--- src/rtl/ttt_game_ctrl.sv ---
// Tic-tac-toe referee: human plays O through a move handshake, an external combinational AI plays X.
// Define TTT_AI_FIRST_EN to make start hand the first move to X.
module ttt_game_ctrl #(
  parameter int AI_DELAY = 4
) (
  input  logic       clk,
  input  logic       rst,
  input  logic       start,
  input  logic       move_valid,
  input  logic [3:0] move_idx,
  output logic       move_ready,
  output logic       move_err,
  input  logic [8:0] ai_move,
  output logic [8:0] x_state,
  output logic [8:0] o_state,
  output logic       turn,
  output logic       game_over,
  output logic [1:0] winner,
  output logic       ai_fault,
  output logic [3:0] x_wins,
  output logic [3:0] o_wins,
  output logic [3:0] draws
);

  typedef enum logic [2:0] {IDLE, HUMAN, CHK_O, AI_WAIT, AI_APPLY, CHK_X, OVER} state_t;

`ifdef TTT_AI_FIRST_EN
  localparam state_t START_STATE = AI_WAIT;
`else
  localparam state_t START_STATE = HUMAN;
`endif

  localparam logic [3:0] WAIT_LOAD = 4'(AI_DELAY - 1);

  state_t     state, state_n;
  logic [3:0] wait_cnt;
  logic [8:0] occupied, human_mask;
  logic       hs, human_ok, ai_ok, o_line, x_line, full;

  function automatic logic has_line(input logic [8:0] b);
    return (b[0] & b[1] & b[2]) | (b[3] & b[4] & b[5]) | (b[6] & b[7] & b[8]) |
           (b[0] & b[3] & b[6]) | (b[1] & b[4] & b[7]) | (b[2] & b[5] & b[8]) |
           (b[0] & b[4] & b[8]) | (b[2] & b[4] & b[6]);
  endfunction

  function automatic logic [3:0] sat_inc(input logic [3:0] c);
    return (c == 4'hF) ? c : c + 4'd1;
  endfunction

  always_comb begin
    occupied   = x_state | o_state;
    human_mask = (move_idx <= 4'd8) ? (9'd1 << move_idx) : 9'd0;
    hs         = move_valid && (state == HUMAN);
    human_ok   = (human_mask != 9'd0) && ((human_mask & occupied) == 9'd0);
    // AI move must be exactly one-hot and land on an empty cell
    ai_ok      = (ai_move != 9'd0) && ((ai_move & (ai_move - 9'd1)) == 9'd0) &&
                 ((ai_move & occupied) == 9'd0);
    o_line     = has_line(o_state);
    x_line     = has_line(x_state);
    full       = &occupied;
  end

  assign move_ready = (state == HUMAN);
  assign turn       = (state == AI_WAIT) || (state == AI_APPLY);
  assign game_over  = (state == OVER);

  always_ff @(posedge clk or posedge rst) begin
    if (rst) state <= IDLE;
    else     state <= state_n;
  end

  always_comb begin
    state_n = state;
    case (state)
      IDLE, OVER: if (start) state_n = START_STATE;
      HUMAN:      if (hs && human_ok) state_n = CHK_O;
      CHK_O:      state_n = (o_line || full) ? OVER : AI_WAIT;
      AI_WAIT:    if (wait_cnt == 4'd0) state_n = AI_APPLY;
      AI_APPLY:   state_n = ai_ok ? CHK_X : OVER;
      CHK_X:      state_n = (x_line || full) ? OVER : HUMAN;
      default:    state_n = IDLE;
    endcase
  end

  always_ff @(posedge clk or posedge rst) begin
    if (rst) begin
      x_state  <= '0;
      o_state  <= '0;
      winner   <= 2'b00;
      ai_fault <= 1'b0;
      move_err <= 1'b0;
      x_wins   <= '0;
      o_wins   <= '0;
      draws    <= '0;
      wait_cnt <= '0;
    end else begin
      move_err <= 1'b0;
      // counter is loaded on entry so AI_WAIT dwells exactly AI_DELAY cycles
      if (state_n == AI_WAIT && state != AI_WAIT) wait_cnt <= WAIT_LOAD;
      else if (state == AI_WAIT && wait_cnt != 4'd0) wait_cnt <= wait_cnt - 4'd1;
      case (state)
        IDLE, OVER: begin
          if (start) begin
            x_state  <= '0;
            o_state  <= '0;
            winner   <= 2'b00;
            ai_fault <= 1'b0;
          end
        end
        HUMAN: begin
          if (hs) begin
            if (human_ok) o_state <= o_state | human_mask;
            else          move_err <= 1'b1;
          end
        end
        CHK_O: begin
          if (o_line) begin
            winner <= 2'b10;
            o_wins <= sat_inc(o_wins);
          end else if (full) begin
            winner <= 2'b11;
            draws  <= sat_inc(draws);
          end
        end
        AI_APPLY: begin
          if (ai_ok) begin
            x_state <= x_state | ai_move;
          end else begin
            ai_fault <= 1'b1;
            winner   <= 2'b00;
          end
        end
        CHK_X: begin
          if (x_line) begin
            winner <= 2'b01;
            x_wins <= sat_inc(x_wins);
          end else if (full) begin
            winner <= 2'b11;
            draws  <= sat_inc(draws);
          end
        end
        default: ;
      endcase
    end
  end

endmodule

--- config.mk ---
export PLATFORM = sky130hd
export DESIGN_NAME = ttt_game_ctrl
export DESIGN_NICKNAME = d
export VERILOG_FILES = /design/src/rtl/ttt_game_ctrl.sv
export SDC_FILE = /design/constraint.sdc
export NUM_CORES = 1
export LEC_CHECK = 0
export ABC_AREA = 1
export ABC_CLOCK_PERIOD_IN_PS = 3800
export BUFFER_PORTS_ARGS = -buffer_cell sky130_fd_sc_hd__buf_2
export CAP_MARGIN = 5
export CORE_MARGIN = 2
export CORE_UTILIZATION = 48
export DETAILED_ROUTE_END_ITERATION = 12
export PLACE_DENSITY = 0.71
export SETUP_SLACK_MARGIN = 0.05
export SYNTH_ARGS = -nofsm -noshare
export SYNTH_HDL_FRONTEND = slang
export SYNTH_SLANG_ARGS = --single-unit
--- constraint.sdc ---
create_clock -name clk -period 3.8 [get_ports clk]
set_clock_uncertainty 0.05 [all_clocks]
set_input_delay 0.19 -clock clk [delete_from_list [all_inputs] [get_ports clk]]
set_output_delay 0.19 -clock clk [all_outputs]
set_load 0.02 [all_outputs]
==> impl_metrics.xml, run 1 <==
<?xml version="1.0" encoding="UTF-8"?>
<metrics>
  <group name="cells_and_area">
    <metric name="layout-drive-gt1-share" unit="%">17.30</metric>
    <metric name="final-instance-count-excl-fill" unit="">546</metric>
    <metric name="layout.area.seq" unit="sq um">1026</metric>
    <metric name="antenna_cells_inserted" unit="">0</metric>
    <metric name="layout.core_utilization" unit="%">57.97</metric>
    <metric name="num-nets-final" unit="">495</metric>
    <metric name="num-fill-cells" unit="">559</metric>
    <metric name="multi_input_area" unit="sq um">1473</metric>
    <metric name="area_growth" unit="%">16.00</metric>
  </group>
  <group name="worst_setup_path">
    <metric name="end_kind" unit="">flop</metric>
    <metric name="crit_required" unit="ns">3.93</metric>
    <metric name="critPathMaxStageDelay" unit="ns">0.50</metric>
    <metric name="setup.worst_path.start_class" unit="">flop</metric>
    <metric name="timing_worst_setup_path_type" unit="">flop to flop</metric>
    <metric name="critical_path_buf_inv_count" unit="">0</metric>
    <metric name="timing.critical_path.cells" unit="">nor2_1 -&gt; nand3_1 -&gt; nand2_1 -&gt; o21ai_0 -&gt; nor2_1 -&gt; nand2_1 -&gt; o21ai_2 -&gt; nand2_8 -&gt; nand2_1 -&gt; nand2_1</metric>
    <metric name="cpLargestDelayFamily" unit="">simple AND/OR/NAND/NOR gates</metric>
    <metric name="cp_data_arrival_time" unit="ns">2.26</metric>
    <metric name="timing.critical_path.mode_cell" unit="">nand2_1</metric>
    <metric name="critical-path-slowest-cell" unit="">o21ai_2</metric>
    <metric name="critical_path.max_fanout" unit="">11</metric>
  </group>
  <group name="yosys">
    <metric name="yosys_most_used_dff" unit="">dfrtp_1</metric>
    <metric name="post_synth_inst_count" unit="">415</metric>
    <metric name="post_synthesis_instance_area" unit="sq um">2769</metric>
    <metric name="yosys-top-cells-area" unit="">dfrtp_1 (37%), nand2_1 (18%), inv_1 (8.4%)</metric>
    <metric name="synth_enable_flop_cells" unit="">0</metric>
    <metric name="synth-warning-count" unit="">0</metric>
    <metric name="synth.net_count" unit="">436</metric>
    <metric name="synthArstFlopShare" unit="%">100.0</metric>
    <metric name="netlist.top_cell.by_area" unit="">dfrtp_1</metric>
    <metric name="list_of_most_frequent_post_synthesis_cells" unit="">nand2_1 (132), inv_1 (62), nor2_1 (48)</metric>
    <metric name="synth.most_common_cell" unit="">nand2_1</metric>
    <metric name="synth.yosys.seq_area_share" unit="%">37.05</metric>
    <metric name="yosys_register_bits" unit="">41</metric>
    <metric name="synth.distinct_cells" unit="">28</metric>
    <metric name="synth_top_area_share" unit="%">37.05</metric>
    <metric name="syn_avg_cell_area" unit="sq um">6.672</metric>
  </group>
  <group name="clocking">
    <metric name="cts_tree" unit="">yes</metric>
    <metric name="cts.path.max_buffers" unit="">2</metric>
    <metric name="cts.root.buffer_cell" unit="">clkbuf_8</metric>
    <metric name="cts_htree_levels" unit="">2</metric>
    <metric name="clkSlewWorstSetupHoldPaths" unit="ns">0.08</metric>
    <metric name="clock_insertion_delay_worst_skew" unit="ns">0.29</metric>
    <metric name="cts_inserted_buffers" unit="">5</metric>
    <metric name="cts_resized" unit="">0</metric>
    <metric name="cts.sinks" unit="">41</metric>
  </group>
  <group name="drt">
    <metric name="avgRoutedWirePerCell" unit="um">13.07</metric>
    <metric name="drt-total-wl" unit="mm">7.138</metric>
    <metric name="detailroute.via_count" unit="">2825</metric>
    <metric name="dr.pass1.iters" unit="">4</metric>
    <metric name="drt.antenna.violating_nets" unit="">0</metric>
    <metric name="detail_route.vias_per_cell" unit="">5.174</metric>
    <metric name="drt_first_iter_violations" unit="">213</metric>
    <metric name="route.detailed.drc" unit="">0</metric>
  </group>
  <group name="power_and_ir_drop">
    <metric name="power_switching" unit="W">0.0008568</metric>
    <metric name="pwr-share-clk" unit="%">16.8</metric>
    <metric name="power_density" unit="nW/um^2">552.1</metric>
    <metric name="power.sequential.fraction" unit="%">35.2</metric>
    <metric name="power" unit="W">0.001773</metric>
    <metric name="p_comb_share" unit="%">48.0</metric>
    <metric name="power_switching_share" unit="%">48.32</metric>
    <metric name="internal_power" unit="W">0.0009163</metric>
    <metric name="p_leak" unit="nW">1.774</metric>
    <metric name="vdd.ir_drop.worst" unit="uV">327.2</metric>
  </group>
  <group name="global_routing">
    <metric name="global_route.usage.total" unit="%">24.46</metric>
    <metric name="grt_pass1_wl" unit="mm">12.34</metric>
    <metric name="grt_start_max_net_pins" unit="">30</metric>
    <metric name="overflow_left_after_global_routing" unit="">0</metric>
    <metric name="grt_antenna_before_repair" unit="">0</metric>
    <metric name="first_global_vias" unit="">2617</metric>
  </group>
  <group name="timing">
    <metric name="finalSetupViolCount" unit="">0</metric>
    <metric name="finalCritPeriodShare" unit="%">56.16</metric>
    <metric name="max_slew_margin" unit="%">59.33</metric>
    <metric name="totalNegativeSetupSlack" unit="ns">0</metric>
    <metric name="final_max_slew_viol_count" unit="">0</metric>
    <metric name="final_hold_violating_endpoints" unit="">0</metric>
    <metric name="worst_slew_pin_slew" unit="ns">0.6100</metric>
    <metric name="min_period" unit="ns">2.134</metric>
    <metric name="max_clock_freq" unit="MHz">468.6</metric>
    <metric name="finalHoldWorstSlack" unit="ns">0.1542</metric>
    <metric name="setup_repair_after_global_routing_missed_its_margin" unit="">false</metric>
  </group>
  <group name="floorplanning">
    <metric name="rows" unit="">27</metric>
    <metric name="die_width" unit="um">79.95</metric>
    <metric name="die_y" unit="um">79.95</metric>
    <metric name="initial_utilization" unit="%">49.98</metric>
    <metric name="floorplan.io_pins" unit="">54</metric>
    <metric name="die_area" unit="sq um">6392</metric>
    <metric name="fp.coreArea" unit="sq um">5540</metric>
  </group>
  <group name="hold_path">
    <metric name="worstHoldPathType" unit="">primary input to flop</metric>
  </group>
  <group name="run_status">
    <metric name="result_of_the_run" unit="">finished, final reports clean</metric>
  </group>
  <group name="job">
    <metric name="cap_viol_max_count" unit="">0</metric>
  </group>
  <group name="placed_design">
    <metric name="buffer_ports.inserted" unit="">53</metric>
    <metric name="place_congestion" unit="">0.9570</metric>
    <metric name="dp.cells" unit="">538</metric>
    <metric name="hpwlAfterDp" unit="mm">5.564</metric>
  </group>
</metrics>
[tightest hold or removal path: cells and delay by family]
kind / cells / cell delay (ns)
buffers and inverters: 2 / 0.22
AND/OR/NAND/NOR: 1 / 0.06
[layer usage]
metal,up-vias,wire length (um),track usage (%)
met5,-,0,0
met1,1311,3374,34.34
met4,0,102,6.610
li1,1435,-,-
met2,69,3317,38.58
met3,10,345,4.638
[path summary, 6_finish.rpt]
path,startpoint,end,slack [ns],cells past startpoint
worst max-delay path,o_state[8]$_DFFE_PP0P_,o_state[8]$_DFFE_PP0P_,1.67,10
worst min-delay path,move_valid,move_err$_DFF_PP0_,0.15,3
worst max register to register,o_state[8]$_DFFE_PP0P_,o_state[8]$_DFFE_PP0P_,1.67,10
worst min register to register,ai_fault$_DFFE_PP0P_,ai_fault$_DFFE_PP0P_,0.44,2
max in group asynchronous,rst,x_state[8]$_DFFE_PP0P_,2.50,4
min in group asynchronous,rst,draws[0]$_DFFE_PP0P_,0.42,3
[layout make-up]
type	instances	area share, %
sequential	41	31.94
tap	72	2.805
clock buffer	6	2.571
multi-input combinational	305	45.85
timing repair buffer	55	8.804
inverter	66	7.791
clock inverter	1	0.2337
[flip-flops by register name (all words and copies together), names as in the netlist]
name	count
move_err	1
ai_fault	1
state	3
x_state	9
o_wins	4
winner	2
wait_cnt	4
draws	4
x_wins	4
o_state	9
[power groups by stage]
stage	clock, W	combinational [W]	sequential [W]
after floorplan	0	0.000582	0.000665
final	0.000298	0.000851	0.000624
after global routing	0.000325	0.000957	0.000638
after CTS	0.000304	0.000847	0.000623
after detailed placement	0	0.000842	0.000631
after global placement	0	0.000832	0.000628
[cells by family (layout without fill, tap and decap cells)]
group	Yosys count	after routing	share of synthesized area, %
simple gates	246	246	39.54
xor+xnor	8	8	2.531
buf+inv	69	128	9.760
compound gates	47	47	9.308
flops	41	41	37.05
fa+ha+maj	4	4	1.808
[stage by stage]
stage	worst slack (ns)	cell area, sq um
after floorplan	2.121	2769
after global placement	1.707	3112
after detailed placement	1.690	3112
after CTS	1.671	3212
after global routing	1.464	3212
final	1.666	3212
[cells in the final DEF, fill, tap and decap left out, types with 2 or more instances in the layout]
cell type	netlist	layout
a21oi_1	13	13
buf_2	1	53
clkbuf_8	0	6
dfrtp_1	41	41
ha_1	4	4
inv_1	62	62
inv_2	3	3
nand2_1	132	132
nand2_2	3	3
nand3_1	43	43
nand3_2	3	3
nand4_1	5	5
nor2_1	48	48
nor3_1	3	3
nor3_2	3	3
nor3_4	2	2
o211ai_1	2	2
o21ai_0	23	23
o21ai_2	2	2
o22ai_1	5	5
xnor2_1	8	8
[what timing repair did]
| item | in CTS | in global routing |
|---|---|---|
| endpoints found under the setup margin | 0 | 0 |
| buffers inserted | 0 | 0 |
| endpoints found under the hold margin | 12 | 0 |
| hold buffers | 1 | 0 |
Note: power is estimated with default switching activity, not from simulation.
==> inputs of run 2 (changes only) <==
--- a/config.mk
+++ b/config.mk
@@ -6,13 +6,13 @@
 export NUM_CORES = 1
 export LEC_CHECK = 0
 export ABC_AREA = 1
-export ABC_CLOCK_PERIOD_IN_PS = 3800
+export ABC_CLOCK_PERIOD_IN_PS = 1700
 export BUFFER_PORTS_ARGS = -buffer_cell sky130_fd_sc_hd__buf_2
 export CAP_MARGIN = 5
 export CORE_MARGIN = 2
 export CORE_UTILIZATION = 48
 export DETAILED_ROUTE_END_ITERATION = 12
-export PLACE_DENSITY = 0.71
+export PLACE_DENSITY = 0.74
 export SETUP_SLACK_MARGIN = 0.05
 export SYNTH_ARGS = -nofsm -noshare
 export SYNTH_HDL_FRONTEND = slang
==> constraint.sdc (replaced) <==
create_clock -name clk -period 1.7 [get_ports clk]
set_clock_uncertainty 0.05 [all_clocks]
set_input_delay 0.085 -clock clk [delete_from_list [all_inputs] [get_ports clk]]
set_output_delay 0.085 -clock clk [all_outputs]
set_load 0.02 [all_outputs]
==> impl_metrics.xml, run 2 (synthesis results as in run 1) <==
<?xml version="1.0" encoding="UTF-8"?>
<metrics>
  <group name="worst_setup_path">
    <metric name="crit_required" unit="ns">1.83</metric>
    <metric name="critical_path.max_fanout" unit="">4</metric>
    <metric name="critPathMaxStageDelay" unit="ns">0.43</metric>
    <metric name="end_kind" unit="">flop</metric>
    <metric name="critical_path_buf_inv_count" unit="">2</metric>
    <metric name="critical-path-slowest-cell" unit="">dfrtp_1</metric>
    <metric name="setup.worst_path.start_class" unit="">flop</metric>
    <metric name="timing_worst_setup_path_type" unit="">flop to flop</metric>
    <metric name="cpLargestDelayFamily" unit="">simple AND/OR/NAND/NOR gates</metric>
    <metric name="timing.critical_path.cells" unit="">inv_2 -&gt; nand2_2 -&gt; nand2_1 -&gt; nor3_2 -&gt; nand3_4 -&gt; buf_6 -&gt; nand3_2 -&gt; nand2_1 -&gt; nor2_1 -&gt; nand3_1</metric>
    <metric name="timing.critical_path.mode_cell" unit="">nand2_1</metric>
    <metric name="cp_data_arrival_time" unit="ns">1.89</metric>
  </group>
  <group name="drt">
    <metric name="drt-total-wl" unit="mm">8.567</metric>
    <metric name="route.detailed.drc" unit="">0</metric>
    <metric name="detail_route.vias_per_cell" unit="">5.299</metric>
    <metric name="dr.pass1.iters" unit="">5</metric>
    <metric name="avgRoutedWirePerCell" unit="um">14.30</metric>
    <metric name="drt_first_iter_violations" unit="">282</metric>
    <metric name="drt.antenna.violating_nets" unit="">0</metric>
    <metric name="detailroute.via_count" unit="">3174</metric>
  </group>
  <group name="clocking">
    <metric name="cts.path.max_buffers" unit="">2</metric>
    <metric name="cts.sinks" unit="">41</metric>
    <metric name="cts_inserted_buffers" unit="">5</metric>
    <metric name="cts.root.buffer_cell" unit="">clkbuf_8</metric>
    <metric name="clock_insertion_delay_worst_skew" unit="ns">0.30</metric>
    <metric name="cts_htree_levels" unit="">2</metric>
    <metric name="clkSlewWorstSetupHoldPaths" unit="ns">0.09</metric>
    <metric name="cts_tree" unit="">yes</metric>
  </group>
  <group name="timing">
    <metric name="max_clock_freq" unit="MHz">567.3</metric>
    <metric name="worst_slew_pin_slew" unit="ns">0.5167</metric>
    <metric name="setup_repair_after_global_routing_missed_its_margin" unit="">true</metric>
    <metric name="final_hold_violating_endpoints" unit="">0</metric>
    <metric name="finalHoldWorstSlack" unit="ns">0.02531</metric>
    <metric name="final_max_slew_viol_count" unit="">0</metric>
    <metric name="postLayoutSetupSlackWorst" unit="ns">-0.06283</metric>
    <metric name="finalSetupViolCount" unit="">3</metric>
    <metric name="max_slew_margin" unit="%">65.55</metric>
    <metric name="finalCritPeriodShare" unit="%">103.7</metric>
    <metric name="min_period" unit="ns">1.763</metric>
  </group>
  <group name="placed_design">
    <metric name="hpwlAfterDp" unit="mm">5.423</metric>
    <metric name="post_dp_cell_area" unit="sq um">3291</metric>
    <metric name="buffer_ports.inserted" unit="">53</metric>
    <metric name="place_congestion" unit="">0.9314</metric>
    <metric name="dp.cells" unit="">560</metric>
  </group>
  <group name="cells_and_area">
    <metric name="area_growth" unit="%">45.91</metric>
    <metric name="num-nets-final" unit="">547</metric>
    <metric name="layout_top_registers" unit="">o_state (9), x_state (9)</metric>
    <metric name="layout_commonest_cell" unit="">nand2_1</metric>
    <metric name="final_area" unit="sq um">4040</metric>
    <metric name="antenna_cells_inserted" unit="">0</metric>
    <metric name="final-instance-count-excl-fill" unit="">599</metric>
    <metric name="layout-drive-gt1-share" unit="%">42.13</metric>
    <metric name="mostFrequentLayoutCells" unit="">nand2_1 (103), buf_2 (52), inv_1 (44)</metric>
  </group>
  <group name="floorplanning">
    <metric name="die_y" unit="um">79.95</metric>
    <metric name="initial_utilization" unit="%">49.98</metric>
    <metric name="die_area" unit="sq um">6392</metric>
    <metric name="rows" unit="">27</metric>
    <metric name="die_width" unit="um">79.95</metric>
    <metric name="fp.coreArea" unit="sq um">5540</metric>
    <metric name="floorplan.io_pins" unit="">54</metric>
  </group>
  <group name="power_and_ir_drop">
    <metric name="power" unit="W">0.005527</metric>
    <metric name="power_density" unit="nW/um^2">1368</metric>
    <metric name="p_leak" unit="nW">2.136</metric>
    <metric name="vdd.ir_drop.worst" unit="uV">1163</metric>
  </group>
  <group name="global_routing">
    <metric name="first_global_vias" unit="">2571</metric>
    <metric name="grt_start_max_net_pins" unit="">42</metric>
    <metric name="grt_antenna_before_repair" unit="">0</metric>
    <metric name="global_route.usage.total" unit="%">24.03</metric>
    <metric name="grt_pass1_wl" unit="mm">11.96</metric>
    <metric name="overflow_left_after_global_routing" unit="">0</metric>
  </group>
  <group name="hold_path">
    <metric name="worstHoldPathType" unit="">primary input to flop</metric>
  </group>
  <group name="run_status">
    <metric name="result_of_the_run" unit="">complete, but fails checks</metric>
    <metric name="violations" unit="">negative setup slack</metric>
  </group>
  <group name="job">
    <metric name="cap_viol_max_count" unit="">0</metric>
  </group>
</metrics>
==> run 2: worst paths after layout <==
kind / startpoint / cells after the start / slack (ns) / end
max: o_state[4]$_DFFE_PP0P_ / 10 / -0.06 / state[0]$_DFF_PP0_
min: move_valid / 3 / 0.03 / state[1]$_DFF_PP0_
max reg2reg: o_state[4]$_DFFE_PP0P_ / 10 / -0.06 / state[0]$_DFF_PP0_
min reg2reg: ai_fault$_DFFE_PP0P_ / 2 / 0.45 / ai_fault$_DFFE_PP0P_
max in group asynchronous: rst / 4 / 0.81 / o_state[1]$_DFFE_PP0P_
min in group asynchronous: rst / 4 / 0.39 / x_state[2]$_DFFE_PP0P_
==> run 2: report_power, final <==
| part | total [W] | internal [W] | switching, W |
|---|---|---|---|
| Sequential | 0.00137 | 0.00116 | 0.000202 |
| Combinational | 0.00319 | 0.00122 | 0.00197 |
| Clock | 0.000968 | 0.000591 | 0.000377 |
==> run 2: per-stage QoR <==
step | util [%] | setup slack (ns) | TNS, ns
detailed placement | 59.39 | -0.04629 | -0.4106
global placement | 59.39 | -0.02155 | -0.1137
floorplan | - | 0.05608 | 0
finish | 72.92 | -0.06283 | -0.07464
CTS | 63.87 | 0.02145 | 0
global route | 72.92 | -0.1395 | -2.447
==> run 2: worst register-to-register path: cells and delay by family, from the launching register on <==
kind          cells  cell delay [ns]
buf+inv           2             0.25
flops             1             0.43
simple gates      8             0.92
==> run 2: layout make-up <==
type                            instances  area [sq um]
Clock inverter                          3         68.82
Sequential cell                        41          1037
Clock buffer                            5         68.82
Multi-Input combinational cell        306          1803
Fill cell                             438          1500
Tap cell                               72         90.09
Inverter                               66         262.8
Timing Repair inverter                  1         6.256
Timing Repair Buffer                  105         703.2
==> run 2: per-layer routing <==
layer	share of wire, %	routed length [um]	GRT usage [%]
met5	0	0	0
met4	2.3	193	6.271
met3	6.8	582	4.072
met2	49	4203	37.00
met1	42	3588	34.96
==> run 2: repair_timing <==
action,in CTS,in global routing
setup endpoints to repair,27,38
hold buffers,1,0
hold endpoints to repair,41,0
resized for setup,13,114
pin swaps,3,42
gates cloned,1,2
buffers inserted,6,21
==> inputs of run 3 (changes only) <==
--- a/config.mk
+++ b/config.mk
@@ -6,13 +6,13 @@
 export NUM_CORES = 1
 export LEC_CHECK = 0
 export ABC_AREA = 1
-export ABC_CLOCK_PERIOD_IN_PS = 1700
+export ABC_CLOCK_PERIOD_IN_PS = 2250
 export BUFFER_PORTS_ARGS = -buffer_cell sky130_fd_sc_hd__buf_2
 export CAP_MARGIN = 5
 export CORE_MARGIN = 2
 export CORE_UTILIZATION = 48
 export DETAILED_ROUTE_END_ITERATION = 12
-export PLACE_DENSITY = 0.74
+export PLACE_DENSITY = 0.71
 export SETUP_SLACK_MARGIN = 0.05
 export SYNTH_ARGS = -nofsm -noshare
 export SYNTH_HDL_FRONTEND = slang
==> constraint.sdc (replaced) <==
create_clock -name clk -period 2.25 [get_ports clk]
set_clock_uncertainty 0.05 [all_clocks]
set_input_delay 0.1125 -clock clk [delete_from_list [all_inputs] [get_ports clk]]
set_output_delay 0.1125 -clock clk [all_outputs]
set_load 0.02 [all_outputs]
==> impl_metrics.xml, run 3 (synthesis results as in run 1) <==
<?xml version="1.0" encoding="UTF-8"?>
<metrics>
  <group name="global_routing">
    <metric name="grt_antenna_before_repair" unit="">0</metric>
    <metric name="overflow_left_after_global_routing" unit="">0</metric>
    <metric name="first_global_vias" unit="">2664</metric>
    <metric name="grt_pass1_wl" unit="mm">12.49</metric>
    <metric name="grt_start_max_net_pins" unit="">42</metric>
    <metric name="global_route.usage.total" unit="%">24.70</metric>
  </group>
  <group name="worst_setup_path">
    <metric name="timing.critical_path.mode_cell" unit="">inv_1</metric>
    <metric name="critical-path-slowest-cell" unit="">dfrtp_1</metric>
    <metric name="cp_data_arrival_time" unit="ns">1.81</metric>
    <metric name="timing_worst_setup_path_type" unit="">flop to primary output</metric>
    <metric name="critPathMaxStageDelay" unit="ns">0.56</metric>
    <metric name="crit_required" unit="ns">2.09</metric>
    <metric name="setup_slack_of_the_most_critical_reg_to_reg_path" unit="ns">0.29</metric>
    <metric name="timing.critical_path.cells" unit="">inv_1 -&gt; nor3_2 -&gt; inv_1 -&gt; nand2_1 -&gt; buf_2</metric>
    <metric name="end_kind" unit="">primary output</metric>
    <metric name="critical_path.max_fanout" unit="">11</metric>
    <metric name="setup.worst_path.start_class" unit="">flop</metric>
  </group>
  <group name="clocking">
    <metric name="cts_inserted_buffers" unit="">5</metric>
    <metric name="clock_insertion_delay_worst_skew" unit="ns">0.30</metric>
    <metric name="cts_tree" unit="">yes</metric>
    <metric name="cts_htree_levels" unit="">2</metric>
    <metric name="cts.root.buffer_cell" unit="">clkbuf_8</metric>
    <metric name="clkSlewWorstSetupHoldPaths" unit="ns">0.09</metric>
    <metric name="cts_resized" unit="">0</metric>
    <metric name="cts.path.max_buffers" unit="">2</metric>
    <metric name="cts.sinks" unit="">41</metric>
  </group>
  <group name="power_and_ir_drop">
    <metric name="power_switching" unit="W">0.001479</metric>
    <metric name="vdd.ir_drop.worst" unit="uV">530.4</metric>
    <metric name="p_comb_share" unit="%">45.1</metric>
    <metric name="internal_power" unit="W">0.001766</metric>
    <metric name="pwr-share-clk" unit="%">22.5</metric>
    <metric name="power_switching_share" unit="%">45.58</metric>
    <metric name="power_density" unit="nW/um^2">990.8</metric>
    <metric name="p_leak" unit="nW">1.809</metric>
    <metric name="power.sequential.fraction" unit="%">32.4</metric>
  </group>
  <group name="cells_and_area">
    <metric name="layout_top_registers" unit="">o_state (9), x_state (9)</metric>
    <metric name="mostFrequentLayoutCells" unit="">nand2_1 (132), inv_1 (62), buf_2 (53)</metric>
    <metric name="antenna_cells_inserted" unit="">0</metric>
    <metric name="num-nets-final" unit="">497</metric>
    <metric name="layout-drive-gt1-share" unit="%">17.82</metric>
    <metric name="layout.core_utilization" unit="%">59.10</metric>
    <metric name="layout_commonest_cell" unit="">nand2_1</metric>
    <metric name="area_growth" unit="%">18.26</metric>
  </group>
  <group name="floorplanning">
    <metric name="rows" unit="">27</metric>
    <metric name="die_area" unit="sq um">6392</metric>
    <metric name="die_width" unit="um">79.95</metric>
    <metric name="floorplan.io_pins" unit="">54</metric>
    <metric name="initial_utilization" unit="%">49.98</metric>
    <metric name="die_y" unit="um">79.95</metric>
    <metric name="fp.coreArea" unit="sq um">5540</metric>
  </group>
  <group name="timing">
    <metric name="finalSetupViolCount" unit="">0</metric>
    <metric name="min_period" unit="ns">1.977</metric>
    <metric name="max_clock_freq" unit="MHz">505.8</metric>
    <metric name="setup_repair_after_global_routing_missed_its_margin" unit="">false</metric>
    <metric name="max_slew_margin" unit="%">64.91</metric>
    <metric name="worst_slew_pin_slew" unit="ns">0.5264</metric>
    <metric name="finalCritPeriodShare" unit="%">87.86</metric>
    <metric name="totalNegativeSetupSlack" unit="ns">0</metric>
    <metric name="final_hold_violating_endpoints" unit="">0</metric>
    <metric name="finalHoldWorstSlack" unit="ns">0.04928</metric>
    <metric name="final_max_slew_viol_count" unit="">0</metric>
  </group>
  <group name="placed_design">
    <metric name="place_congestion" unit="">0.9641</metric>
    <metric name="buffer_ports.inserted" unit="">53</metric>
    <metric name="hpwlAfterDp" unit="mm">5.514</metric>
  </group>
  <group name="drt">
    <metric name="route.detailed.drc" unit="">0</metric>
    <metric name="drt.antenna.violating_nets" unit="">0</metric>
    <metric name="avgRoutedWirePerCell" unit="um">13.05</metric>
    <metric name="drt_first_iter_violations" unit="">200</metric>
    <metric name="drt-total-wl" unit="mm">7.167</metric>
    <metric name="detail_route.vias_per_cell" unit="">5.153</metric>
    <metric name="detailroute.via_count" unit="">2829</metric>
    <metric name="dr.pass1.iters" unit="">5</metric>
  </group>
  <group name="job">
    <metric name="cap_viol_max_count" unit="">0</metric>
  </group>
  <group name="run_status">
    <metric name="result_of_the_run" unit="">finished, final reports clean</metric>
  </group>
  <group name="hold_path">
    <metric name="worstHoldPathType" unit="">primary input to flop</metric>
  </group>
</metrics>
run 3: path summary, 6_finish.rpt:
| check | startpoint | endpoint | cells past startpoint |
|---|---|---|---|
| worst max-delay path | state[2]$_DFF_PP0_ | turn | 5 |
| worst min-delay path | move_valid | move_err$_DFF_PP0_ | 3 |
| worst max register to register | x_state[4]$_DFFE_PP0P_ | draws[1]$_DFFE_PP0P_ | 8 |
| worst min register to register | ai_fault$_DFFE_PP0P_ | ai_fault$_DFFE_PP0P_ | 2 |
| max in group asynchronous | rst | x_state[4]$_DFFE_PP0P_ | 4 |
| min in group asynchronous | rst | x_wins[3]$_DFFE_PP0P_ | 4 |
run 3: through the flow:
step	cells	area [sq um]	setup WS, ns	power, W
floorplan	415	2769	0.5712	0.002106
global placement	540	3127	0.3826	0.002492
detailed placement	540	3127	0.3390	0.002517
CTS	549	3274	0.2652	0.003260
global route	549	3274	0.1347	0.003508
finish	549	3274	0.2731	0.003244
run 3: layer usage:
| layer | part of all wire (%) | vias up | GRT usage (%) |
|---|---|---|---|
| met1 | 47 | 1284 | 33.88 |
| li1 | - | 1433 | - |
| met3 | 5.7 | 17 | 4.751 |
| met4 | 2.3 | 0 | 8.475 |
| met2 | 45 | 95 | 39.00 |
| met5 | 0 | - | 0 |
run 3: power groups by stage:
stage | registers [W] | clock network [W] | logic, W
after floorplan | 0.00112 | 0 | 0.000983
after global placement | 0.00106 | 0 | 0.00143
after detailed placement | 0.00106 | 0 | 0.00145
after CTS | 0.00105 | 0.000748 | 0.00146
after global routing | 0.00108 | 0.000777 | 0.00165
final | 0.00105 | 0.000728 | 0.00146
run 3: layout make-up:
cell class	instances	area, sq um
inverters	66	250.2
fillers	555	2266
flip-flops and latches	41	1026
repair buffers	57	297.8
clock buffers	5	68.82
multi-input cells	305	1473
clock inverters	3	68.82
well taps	72	90.09
run 3: critical path, delay by kind of cell, from the launching register on:
kind | cells | cell delay, ns
flip-flops | 1 | 0.56
AND/OR/NAND/NOR | 2 | 0.40
buffers and inverters | 3 | 0.57
run 3: repair_timing:
item	4_1_cts	5_1_grt
buffers inserted	0	0
setup endpoints to repair	0	0
endpoints found under the hold margin	41	0
hold buffers	1	0
